[src/rtl/team_06_gpio_ctrl_pkg.sv]
// Shared types and register indices for the team_06 GPIO controller.
package team_06_gpio_pkg;

   localparam logic [2:0] REG_OUT_LO = 3'd0;
   localparam logic [2:0] REG_OUT_HI = 3'd1;
   localparam logic [2:0] REG_OEB_LO = 3'd2;
   localparam logic [2:0] REG_OEB_HI = 3'd3;
   localparam logic [2:0] REG_IN_LO  = 3'd4;
   localparam logic [2:0] REG_IN_HI  = 3'd5;
   localparam logic [2:0] REG_OWN_LO = 3'd6;
   localparam logic [2:0] REG_OWN_HI = 3'd7;

   typedef enum logic {IDLE, ACK} arb_state_t;
   typedef enum logic {GNT_WB, GNT_LA} grant_t;

   function automatic logic [31:0] be_merge(input logic [31:0] old_w,
                                            input logic [31:0] new_w,
                                            input logic [3:0]  be);
      logic [31:0] res;
      for (int b = 0; b < 4; b++) begin
         res[8*b +: 8] = be[b] ? new_w[8*b +: 8] : old_w[8*b +: 8];
      end
      return res;
   endfunction

endpackage

[src/rtl/team_06_gpio_ctrl_if.sv]
// Wishbone slave bus bundle between the team_06 bus wrapper and the GPIO controller.
interface team_06_gpio_ctrl_if;
   logic [31:0] adr_i;
   logic [31:0] dat_i;
   logic [3:0]  sel_i;
   logic        we_i;
   logic        cyc_i;
   logic        stb_i;
   logic        ack_o;
   logic [31:0] dat_o;

   modport master (
      output adr_i, dat_i, sel_i, we_i, cyc_i, stb_i,
      input  ack_o, dat_o
   );

   modport slave (
      input  adr_i, dat_i, sel_i, we_i, cyc_i, stb_i,
      output ack_o, dat_o
   );
endinterface

[src/rtl/team_06_gpio_ctrl_sync2.sv]
// Two-flop synchronizer for asynchronous pad inputs, parameterized width.
module team_06_sync2 #(
   parameter int WIDTH = 1
) (
   input  logic             clk_i,
   input  logic             nrst_i,
   input  logic [WIDTH-1:0] d_i,
   output logic [WIDTH-1:0] q_o
);

   logic [WIDTH-1:0] meta_q;
   logic [WIDTH-1:0] sync_q;

   always_ff @(posedge clk_i or negedge nrst_i) begin
      if (!nrst_i) begin
         meta_q <= '0;
         sync_q <= '0;
      end else begin
         meta_q <= d_i;
         sync_q <= meta_q;
      end
   end

   assign q_o = sync_q;

endmodule

[src/rtl/team_06_gpio_ctrl.sv]
// GPIO register file and pin mux shared by a Wishbone slave and an LA side-port
// through a two-state round-robin arbiter (one access per grant, ack one cycle later).
module team_06_gpio_ctrl
   import team_06_gpio_pkg::*;
#(
   parameter int          NUM_GPIO  = 34,
   parameter logic [31:0] ADDR_BASE = 32'h3000_0000
) (
   input  logic                clk_i,
   input  logic                nrst_i,
   team_06_gpio_ctrl_if.slave  wb,
   input  logic                la_req,
   input  logic                la_we,
   input  logic [2:0]          la_addr,
   input  logic [31:0]         la_wdata,
   output logic                la_ack,
   output logic [31:0]         la_rdata,
   input  logic [NUM_GPIO-1:0] core_out,
   input  logic [NUM_GPIO-1:0] core_oeb,
   output logic [NUM_GPIO-1:0] core_in,
   input  logic [NUM_GPIO-1:0] gpio_in,
   output logic [NUM_GPIO-1:0] gpio_out,
   output logic [NUM_GPIO-1:0] gpio_oeb
);

   localparam int HI_W = NUM_GPIO - 32;

   logic [NUM_GPIO-1:0] out_q, out_d;
   logic [NUM_GPIO-1:0] oeb_q, oeb_d;
   logic [NUM_GPIO-1:0] own_q, own_d;
   logic [NUM_GPIO-1:0] in_sync;
   arb_state_t          state_q;
   grant_t              last_q;
   grant_t              gnt_d;
   logic                wb_hit;
   logic                req_any;
   logic                do_write;
   logic [2:0]          acc_idx;
   logic [31:0]         acc_wdata;
   logic [3:0]          acc_be;
   logic [31:0]         rd_word;
   logic [31:0]         wr_word;
   logic [63:0]         out64, oeb64, own64, in64;
   logic                unused_adr;

   assign unused_adr = ^wb.adr_i[1:0];

   team_06_sync2 #(.WIDTH(NUM_GPIO)) u_sync (
      .clk_i (clk_i),
      .nrst_i(nrst_i),
      .d_i   (gpio_in),
      .q_o   (in_sync)
   );

   assign core_in  = in_sync;
   assign gpio_out = (own_q & core_out) | (~own_q & out_q);
   assign gpio_oeb = (own_q & core_oeb) | (~own_q & oeb_q);

   assign out64 = {{(64-NUM_GPIO){1'b0}}, out_q};
   assign oeb64 = {{(64-NUM_GPIO){1'b0}}, oeb_q};
   assign own64 = {{(64-NUM_GPIO){1'b0}}, own_q};
   assign in64  = {{(64-NUM_GPIO){1'b0}}, in_sync};

   assign wb_hit  = wb.cyc_i & wb.stb_i & (wb.adr_i[31:5] == ADDR_BASE[31:5]);
   assign req_any = wb_hit | la_req;

   // A tie goes to whichever requester was not served last.
   always_comb begin
      gnt_d = GNT_WB;
      if (wb_hit && la_req) begin
         gnt_d = (last_q == GNT_LA) ? GNT_WB : GNT_LA;
      end else if (la_req) begin
         gnt_d = GNT_LA;
      end
   end

   always_comb begin
      if (gnt_d == GNT_LA) begin
         acc_idx   = la_addr;
         acc_wdata = la_wdata;
         acc_be    = 4'hF;
         do_write  = (state_q == IDLE) && la_req && la_we;
      end else begin
         acc_idx   = wb.adr_i[4:2];
         acc_wdata = wb.dat_i;
         acc_be    = wb.sel_i;
         do_write  = (state_q == IDLE) && wb_hit && wb.we_i;
      end
   end

   always_comb begin
      case (acc_idx)
         REG_OUT_LO: rd_word = out64[31:0];
         REG_OUT_HI: rd_word = out64[63:32];
         REG_OEB_LO: rd_word = oeb64[31:0];
         REG_OEB_HI: rd_word = oeb64[63:32];
         REG_IN_LO:  rd_word = in64[31:0];
         REG_IN_HI:  rd_word = in64[63:32];
         REG_OWN_LO: rd_word = own64[31:0];
         default:    rd_word = own64[63:32];
      endcase
   end

   assign wr_word = be_merge(rd_word, acc_wdata, acc_be);

   // IN_LO/IN_HI fall through to the default arm: acknowledged, not stored.
   always_comb begin
      out_d = out_q;
      oeb_d = oeb_q;
      own_d = own_q;
      if (do_write) begin
         case (acc_idx)
            REG_OUT_LO: out_d[31:0]          = wr_word;
            REG_OUT_HI: out_d[NUM_GPIO-1:32] = wr_word[HI_W-1:0];
            REG_OEB_LO: oeb_d[31:0]          = wr_word;
            REG_OEB_HI: oeb_d[NUM_GPIO-1:32] = wr_word[HI_W-1:0];
            REG_OWN_LO: own_d[31:0]          = wr_word;
            REG_OWN_HI: own_d[NUM_GPIO-1:32] = wr_word[HI_W-1:0];
            default: ;
         endcase
      end
   end

   always_ff @(posedge clk_i or negedge nrst_i) begin
      if (!nrst_i) begin
         out_q    <= '0;
         oeb_q    <= '1;
         own_q    <= '0;
         state_q  <= IDLE;
         last_q   <= GNT_LA;
         wb.ack_o <= 1'b0;
         wb.dat_o <= '0;
         la_ack   <= 1'b0;
         la_rdata <= '0;
      end else begin
         out_q <= out_d;
         oeb_q <= oeb_d;
         own_q <= own_d;
         if (state_q == IDLE) begin
            if (req_any) begin
               state_q <= ACK;
               last_q  <= gnt_d;
               if (gnt_d == GNT_WB) begin
                  wb.ack_o <= 1'b1;
                  wb.dat_o <= rd_word;
               end else begin
                  la_ack   <= 1'b1;
                  la_rdata <= rd_word;
               end
            end
         end else begin
            wb.ack_o <= 1'b0;
            la_ack   <= 1'b0;
            state_q  <= IDLE;
         end
      end
   end

endmodule

[src/flat_wrapper.sv]
// flat-port wrapper written by rule: the top's interface ports become plain ports
module team_06_gpio_ctrl_flat import team_06_gpio_pkg::*;
#(
   parameter int          NUM_GPIO  = 34,
   parameter logic [31:0] ADDR_BASE = 32'h3000_0000
)
  (clk_i, nrst_i, la_req, la_we, la_addr, la_wdata, la_ack, la_rdata, core_out, core_oeb, core_in, gpio_in, gpio_out, gpio_oeb, wb_adr_i, wb_dat_i, wb_sel_i, wb_we_i, wb_cyc_i, wb_stb_i, wb_ack_o, wb_dat_o);
  team_06_gpio_ctrl_if wb_i ();
  input  logic clk_i;
  input  logic nrst_i;
  input  logic la_req;
  input  logic la_we;
  input  logic [2:0] la_addr;
  input  logic [31:0] la_wdata;
  output logic la_ack;
  output logic [31:0] la_rdata;
  input  logic [NUM_GPIO-1:0] core_out;
  input  logic [NUM_GPIO-1:0] core_oeb;
  output logic [NUM_GPIO-1:0] core_in;
  input  logic [NUM_GPIO-1:0] gpio_in;
  output logic [NUM_GPIO-1:0] gpio_out;
  output logic [NUM_GPIO-1:0] gpio_oeb;
  input wire logic [$bits(wb_i.adr_i)-1:0] wb_adr_i;
  input wire logic [$bits(wb_i.dat_i)-1:0] wb_dat_i;
  input wire logic [$bits(wb_i.sel_i)-1:0] wb_sel_i;
  input wire logic [$bits(wb_i.we_i)-1:0] wb_we_i;
  input wire logic [$bits(wb_i.cyc_i)-1:0] wb_cyc_i;
  input wire logic [$bits(wb_i.stb_i)-1:0] wb_stb_i;
  output wire logic [$bits(wb_i.ack_o)-1:0] wb_ack_o;
  output wire logic [$bits(wb_i.dat_o)-1:0] wb_dat_o;
  assign wb_i.adr_i = wb_adr_i;
  assign wb_i.dat_i = wb_dat_i;
  assign wb_i.sel_i = wb_sel_i;
  assign wb_i.we_i = wb_we_i;
  assign wb_i.cyc_i = wb_cyc_i;
  assign wb_i.stb_i = wb_stb_i;
  assign wb_ack_o = wb_i.ack_o;
  assign wb_dat_o = wb_i.dat_o;
  team_06_gpio_ctrl #(.NUM_GPIO(NUM_GPIO), .ADDR_BASE(ADDR_BASE)) u_core (.clk_i(clk_i), .nrst_i(nrst_i), .wb(wb_i), .la_req(la_req), .la_we(la_we), .la_addr(la_addr), .la_wdata(la_wdata), .la_ack(la_ack), .la_rdata(la_rdata), .core_out(core_out), .core_oeb(core_oeb), .core_in(core_in), .gpio_in(gpio_in), .gpio_out(gpio_out), .gpio_oeb(gpio_oeb));
endmodule
[config.mk]
export PLATFORM = sky130hd
export DESIGN_NAME = team_06_gpio_ctrl_flat
export DESIGN_NICKNAME = d
export VERILOG_FILES = /design/src/rtl/team_06_gpio_ctrl_pkg.sv /design/src/rtl/team_06_gpio_ctrl_if.sv /design/src/rtl/team_06_gpio_ctrl_sync2.sv /design/src/rtl/team_06_gpio_ctrl.sv /design/src/flat_wrapper.sv
export SDC_FILE = /design/constraint.sdc
export NUM_CORES = 1
export LEC_CHECK = 0
export ABC_AREA = 1
export BUFFER_PORTS_ARGS = -buffer_cell sky130_fd_sc_hd__buf_2
export CAP_MARGIN = 10
export CORE_MARGIN = 8
export CORE_UTILIZATION = 26
export CTS_BUF_LIST = sky130_fd_sc_hd__clkbuf_2 sky130_fd_sc_hd__clkbuf_4 sky130_fd_sc_hd__clkbuf_8
export CTS_CLUSTER_DIAMETER = 120
export DETAILED_ROUTE_END_ITERATION = 10
export PLACE_DENSITY_LB_ADDON = 0.12
export SYNTH_ARGS = -nofsm -noshare
export SYNTH_HDL_FRONTEND = slang
export SYNTH_SLANG_ARGS = --single-unit
[constraint.sdc]
create_clock -name clk_i -period 2.6 [get_ports clk_i]
set_clock_uncertainty 0.1 [all_clocks]
set_input_delay 0.52 -clock clk_i [delete_from_list [all_inputs] [get_ports clk_i]]
set_output_delay 0.52 -clock clk_i [all_outputs]
set_load 0.005 [all_outputs]
==> results.sh, run 1 <==
export IMPL_htreeDepth=2
export IMPL_n_antenna_cell=0
export IMPL_drt_iter0_drc=681
export IMPL_layout_nets=2102
export IMPL_wl_met1_mm=20.2
export IMPL_place_ws_ps=-418
export IMPL_routed_top_layer="met4"
export IMPL_antenna_found_initial=1
export IMPL_power_mw=12.0
export IMPL_min_period_ps=2370
export IMPL_cp_required_ps=2980
export IMPL_avgSynthCellArea_um2=8.19
export IMPL_post_route_util_pct=37.2
export IMPL_clock_sinks=238
export IMPL_io_buffers=377
export IMPL_routed_wl_mm=45.7
export IMPL_synthTopCellsByCount="nand2_1 (651), dfrtp_1 (203), nor2_1 (91), inv_1 (88), nand3_1 (53)"
export IMPL_synth_most_common_cell="nand2_1"
export IMPL_synthArstFlopShare_pct=100
export IMPL_p_per_area_mw_per_mm2=755
export IMPL_fin_ws_ps=227
export IMPL_remaining_drc_errors=0
export IMPL_clk_latency_ps=590
export IMPL_grt_pass1_vias=11300
export IMPL_grt_first_pass_wirelength_mm=69.2
export IMPL_fp_dieArea_mm2=0.0499
export IMPL_end_kind="flip-flop"
export IMPL_outcome="complete, no violations"
export IMPL_drt_first_pass_iters=5
export IMPL_drv_slew=0
export IMPL_grt_start_max_net_pins=68
export IMPL_tns_ps=0
export IMPL_dp_hpwl_mm=33.2
export IMPL_ys_warnings_count=0
export IMPL_gp_congestion=0.826
export IMPL_synth_nets=1577
export IMPL_wl_met3_mm=2.91
export IMPL_synthTopCellsByArea="dfrtp_1 (45%), nand2_1 (22%), dfstp_2 (8.2%)"
export IMPL_ant_nets=0
export IMPL_worst_slew_pin_slew_ps=830
export IMPL_cts_root_buf="clkbuf_8"
export IMPL_drive_gt1_share_pct=36.5
export IMPL_ys_seq_elements=238
export IMPL_maxCapViolCount=0
export IMPL_vias_per_cell=4.42
export IMPL_rsz0062_at_grt="no"
export IMPL_multi_input_area_mm2=0.00456
export IMPL_setup_worst_path_start_class="flip-flop"
export IMPL_ff_latch_area_mm2=0.00600
export IMPL_vias=10900
export IMPL_syn_cell_area_mm2=0.0112
export IMPL_synth_main_ff_cell="dfrtp_1"
export IMPL_worst_setup_hold_path_clk_slew_ps=60
export IMPL_clock_path_buffers=3
export IMPL_hold_class="in -> reg"
export IMPL_rows=76
export IMPL_crit_type="reg -> reg"
export IMPL_grt_overflow_total=0
export IMPL_start_util_pct=26.1
export IMPL_cts_tree="done"
export IMPL_synth_seq_area_share_pct=53.7
export IMPL_fmax_mhz=421
export IMPL_wl_per_cell_um=18.5
export IMPL_wl_met2_mm=21.7
export IMPL_synth_top_area_share_pct=45.5
export IMPL_die_y_um=223
export IMPL_die_w_um=223
export IMPL_period_share_pct=91.3
export IMPL_synth_top_area_cell="dfrtp_1"
export IMPL_core_mm2=0.0428
export IMPL_ctsResizeCount=0
export IMPL_hold_viol_final=0
export IMPL_arrival_ps=2750
export IMPL_numCtsBuffers=46
export IMPL_io_pins=380
export IMPL_synth_edff_count=0
export IMPL_hold_depth=4
export IMPL_area_delta_synth_final_pct=42.6
export IMPL_vdd_drop_max_mv=0.312
export IMPL_synthCells=1365
export IMPL_grt_usage_pct=18.0
export IMPL_final_fill_count=4486
export IMPL_slew_headroom_pct=44.6
export IMPL_leakagePower_nw=8.68
export IMPL_crit_fanout=11
export IMPL_synth_cell_type_count=30
export IMPL_setup_viol=0
export IMPL_reg2reg_depth=15
## stage by stage
stage	std cells	area, um2	hold slack, ps
5_1_grt	2473	15900	194
6_report	2473	15900	217
2_1_floorplan	1365	11200	124
3_5_place_dp	2350	14500	235
4_1_cts	2470	15900	146
3_3_place_gp	2350	14500	233
## worst paths after layout
path | start | end | slack, ps
min in group asynchronous | nrst_i | u_core.la_rdata[6] | 380
setup / recovery | u_core.last_q | u_core.out_q[26] | 230
hold reg to reg | u_core.u_sync.meta_q[21] | u_core.u_sync.q_o[21] | 230
hold / removal | la_req | u_core.last_q | 220
max in group asynchronous | nrst_i | u_core.oeb_q[5] | 1270
setup reg to reg | u_core.last_q | u_core.out_q[26] | 230
## area by class of cell
class                   instances  area share [%]
clock inverters                 7           0.236
multi-input cells             981            28.6
inverters                      93            2.19
clock buffers                  78            6.11
flip-flops and latches        238            37.7
well taps                     546            4.29
repair buffers                530            20.9
## per-layer routing
metal / vias to the layer above / GRT usage, %
li1: 5358 / -
met1: 5166 / 23.0
met2: 332 / 29.8
met3: 69 / 4.92
met4: 0 / 4.63
met5: - / 0
## registers in the layout (all words and copies together) (netlist names)
register / count
u_core.la_ack: 1
u_core.la_rdata: 32
u_core.u_sync.meta_q: 34
u_core.oeb_q: 34
u_core.last_q: 1
u_core.out_q: 34
u_core.own_q: 34
u_core.u_sync.q_o: 34
u_core.state_q: 1
u_core.wb.dat_o: 32
u_core.wb.ack_o: 1
## layout by cell type, fill, tap and decap left out
master           n
a22oi_2         30
nor3_1           1
or2_1            1
clkinvlp_4       1
nand4_1          7
o21ai_4          1
mux2_2          34
dfrtp_1        203
nand3_1         53
nor4_1           2
a31oi_1         30
o21ai_0         32
nand3_2          1
a21oi_1         30
clkbuf_8        62
inv_1           87
dfstp_2         35
buf_12          16
dlygate4sd3_1   35
nor2_2           2
inv_2            6
nand2_2          7
nand3b_1         1
buf_2          376
clkbuf_4        16
and2_1           1
nor2_1          90
clkinv_2         6
nor2_4           5
buf_8            1
nand2_1        649
or2_0            1
nand2_4          3
buf_4          102
## cells by family (layout without fill, tap and decap cells)
| logic type | Yosys count | after routing | synth area share [%] |
|---|---|---|---|
| flops | 238 | 238 | 53.7 |
| simple gates | 824 | 824 | 29.2 |
| mux | 34 | 34 | 3.43 |
| buf+inv | 146 | 708 | 5.71 |
| compound gates | 123 | 123 | 7.96 |
## power breakdown
part           internal, mW  switching, mW  total, mW
combinational          1.36           1.48       2.83
sequential             4.47          0.660       5.13
clock                  2.35           1.71       4.06
total                  8.18           3.84       12.0
## worst max-delay path, cell delays in order, from the launching register on
cell and delay, ps:
dfstp_2 540, nand3_2 150, nand2_4 190, nand2_1 70, nand2_1 110, nor2_2 70
nand2_4 90, buf_12 140, buf_12 140, nor2_1 40, a21oi_1 200, nand2_1 110
nand2_1 70, nand2_1 100, nand2_1 80, nand2_1 40
## repair_timing
action | 4_1_cts | 5_1_grt
endpoints found under the setup margin | 0 | 3
hold buffers | 35 | 0
setup buffers | 0 | 3
endpoints found under the hold margin | 83 | 0
Note: power is estimated with default switching activity, not from simulation.
==> inputs of run 2 (changes only) <==
Settings changed: GPL_TIMING_DRIVEN set to 0.
Clock period 2.6 ns to 2.7 ns, I/O delays scaled along.
==> run 2 against run 1 <==
Net effect: die area unchanged; fmax is 5.8% lower; non-clock buffer count is 57 lower; worst hold slack gained 7.9 ps; worst setup slack worse by 46 ps; first-iteration DRC count fell by 10%; total power fell by 2.9%; via count down 0.97%; sequential power is 4% lower; count of clock-buffer cells in the layout increased by 3; combinational power shrank 8.1%; critical path type unchanged; largest power group unchanged; highest routed layer is now met5.
==> results.sh, run 2 (same netlist as run 1, synthesis figures left out) <==
export IMPL_outcome="complete, no violations"
export IMPL_r2r_slack_ps=180
export IMPL_cp_required_ps=3120
export IMPL_grt_pass1_vias=11600
export IMPL_io_pins=380
export IMPL_cts_root_buf="clkbuf_8"
export IMPL_end_kind="flip-flop"
export IMPL_gp_congestion=0.814
export IMPL_power_switching_share_pct=31.8
export IMPL_cpLargestDelayFamily="simple AND/OR/NAND/NOR gates"
export IMPL_io_buffers=373
export IMPL_hold_viol_final=0
export IMPL_htreeDepth=2
export IMPL_final_common_cell="nand2_1"
export IMPL_crit_slowest_cell="dfstp_2"
export IMPL_dp_hpwl_mm=34.0
export IMPL_ant_nets=0
export IMPL_crit_fanout=10
export IMPL_pwr_share_seq_pct=42.3
export IMPL_clock_power_share_pct=35.4
export IMPL_drt_first_pass_iters=6
export IMPL_min_period_ps=2520
export IMPL_switching_power_mw=3.72
export IMPL_worst_slew_pin_slew_ps=926
export IMPL_postPlaceCellArea_mm2=0.0138
export IMPL_cp_common_cell="nand2_1"
export IMPL_vias_per_cell=4.47
export IMPL_final_cell_mix="nand2_1 (645), buf_2 (378), dfrtp_1 (203), nor2_1 (90), inv_1 (87)"
export IMPL_drv_slew=0
export IMPL_vias=10800
export IMPL_fmax_mhz=397
export IMPL_numCtsBuffers=47
export IMPL_slew_headroom_pct=38.0
export IMPL_clk_latency_ps=600
export IMPL_start_util_pct=26.1
export IMPL_period_share_pct=93.3
export IMPL_rows=76
export IMPL_clock_path_buffers=3
export IMPL_p_per_area_mw_per_mm2=756
export IMPL_die_w_um=223
export IMPL_drt_iter0_drc=610
export IMPL_grt_usage_pct=18.5
export IMPL_grt_start_max_net_pins=114
export IMPL_internal_power_mw=7.96
export IMPL_setup_viol=0
export IMPL_wl_per_cell_um=19.4
export IMPL_routed_wl_mm=46.9
export IMPL_setup_worst_path_start_class="flip-flop"
export IMPL_antenna_found_initial=5
export IMPL_combinationalPowerShare_pct=22.3
export IMPL_remaining_drc_errors=0
export IMPL_worst_setup_hold_path_clk_slew_ps=60
export IMPL_maxCapViolCount=0
export IMPL_vdd_drop_max_mv=0.339
export IMPL_clock_sinks=238
export IMPL_drive_gt1_share_pct=33.9
export IMPL_die_y_um=223
export IMPL_fp_dieArea_mm2=0.0499
export IMPL_hold_depth=4
export IMPL_worst_path_buf_inv=3
export IMPL_grt_overflow_total=0
export IMPL_fin_area_mm2=0.0154
export IMPL_crit_type="reg -> reg"
export IMPL_cp_num_cells=11
export IMPL_tns_ps=0
export IMPL_core_mm2=0.0428
export IMPL_arrival_ps=2940
export IMPL_cts_tree="done"
export IMPL_worstPathCellList="nand3_4 -> nand2_4 -> inv_2 -> nand2_1 -> nand2_4 -> nor2_4 -> nand2_2 -> clkinvlp_4 -> clkbuf_4 -> nand2_1 -> nand2_1"
export IMPL_area_delta_synth_final_pct=38.2
export IMPL_leakagePower_nw=8.33
export IMPL_critical_path_max_stage_delay_ps=560
export IMPL_post_route_util_pct=36.1
export IMPL_reg2reg_depth=11
export IMPL_hold_class="in -> reg"
export IMPL_layout_nets=2046
export IMPL_grt_first_pass_wirelength_mm=70.8
-- run 2: through the flow --
| stage | worst slack [ps] | instances | hold WS (ps) | total power, mW |
|---|---|---|---|---|
| final | 181 | 2419 | 225 | 11.7 |
| after global routing | -4.90 | 2419 | 209 | 12.4 |
| after CTS | 7.66 | 2408 | 163 | 11.8 |
| after detailed placement | -964 | 2286 | 235 | 7.55 |
| after global placement | -3680 | 2284 | 231 | 7.52 |
| after floorplan | 297 | 1365 | 144 | 6.09 |
-- run 2: final timing paths --
check,startpoint,end
min in group asynchronous,nrst_i,u_core.u_sync.q_o[6]
setup / recovery,u_core.last_q,u_core.oeb_q[22]
max in group asynchronous,nrst_i,u_core.la_rdata[29]
setup reg to reg,u_core.last_q,u_core.oeb_q[22]
hold / removal,la_req,u_core.last_q
hold reg to reg,u_core.u_sync.meta_q[33],u_core.u_sync.q_o[33]
-- run 2: metal layers --
layer  up-vias  share of wire, %  track usage (%)
li1       5250                 -                -
met1      5113                44             23.2
met2       370                47             30.6
met3        78               7.1             5.55
met4         8               2.6             5.42
met5         -              0.10                0
-- run 2: power groups by stage --
| stage | clock network, mW | logic, mW | registers [mW] |
|---|---|---|---|
| 3_3_place_gp | 0 | 2.54 | 4.97 |
| 6_report | 4.13 | 2.60 | 4.94 |
| 2_1_floorplan | 0 | 1.33 | 4.76 |
| 3_5_place_dp | 0 | 2.57 | 4.97 |
| 5_1_grt | 4.44 | 2.94 | 5.03 |
| 4_1_cts | 4.28 | 2.63 | 4.93 |
-- run 2: timing repair --
action,in CTS,in global routing
cloned,0,1
resized for setup,19,27
setup buffers,0,9
endpoints found under the hold margin,50,0
endpoints found under the setup margin,108,92
hold buffers,35,0
pin swaps,0,6
-- run 2: worst reg2reg max path, cell delays in order (launching register included) --
cell and delay [ps]:
dfstp_2 560, nand3_4 120, nand2_4 160, inv_2 160, nand2_1 140, nand2_4 110
nor2_4 270, nand2_2 230, clkinvlp_4 220, clkbuf_4 250, nand2_1 80, nand2_1 60
-- run 2: area by class of cell --
class,instances,area [um2]
fillers,4576,27300
flip-flops and latches,238,6000
multi-input cells,981,4610
repair buffers,420,2390
clock buffers,81,977
well taps,546,683
inverters,93,355
plain buffers,53,344
clock inverters,6,87.6
diodes,1,2.50
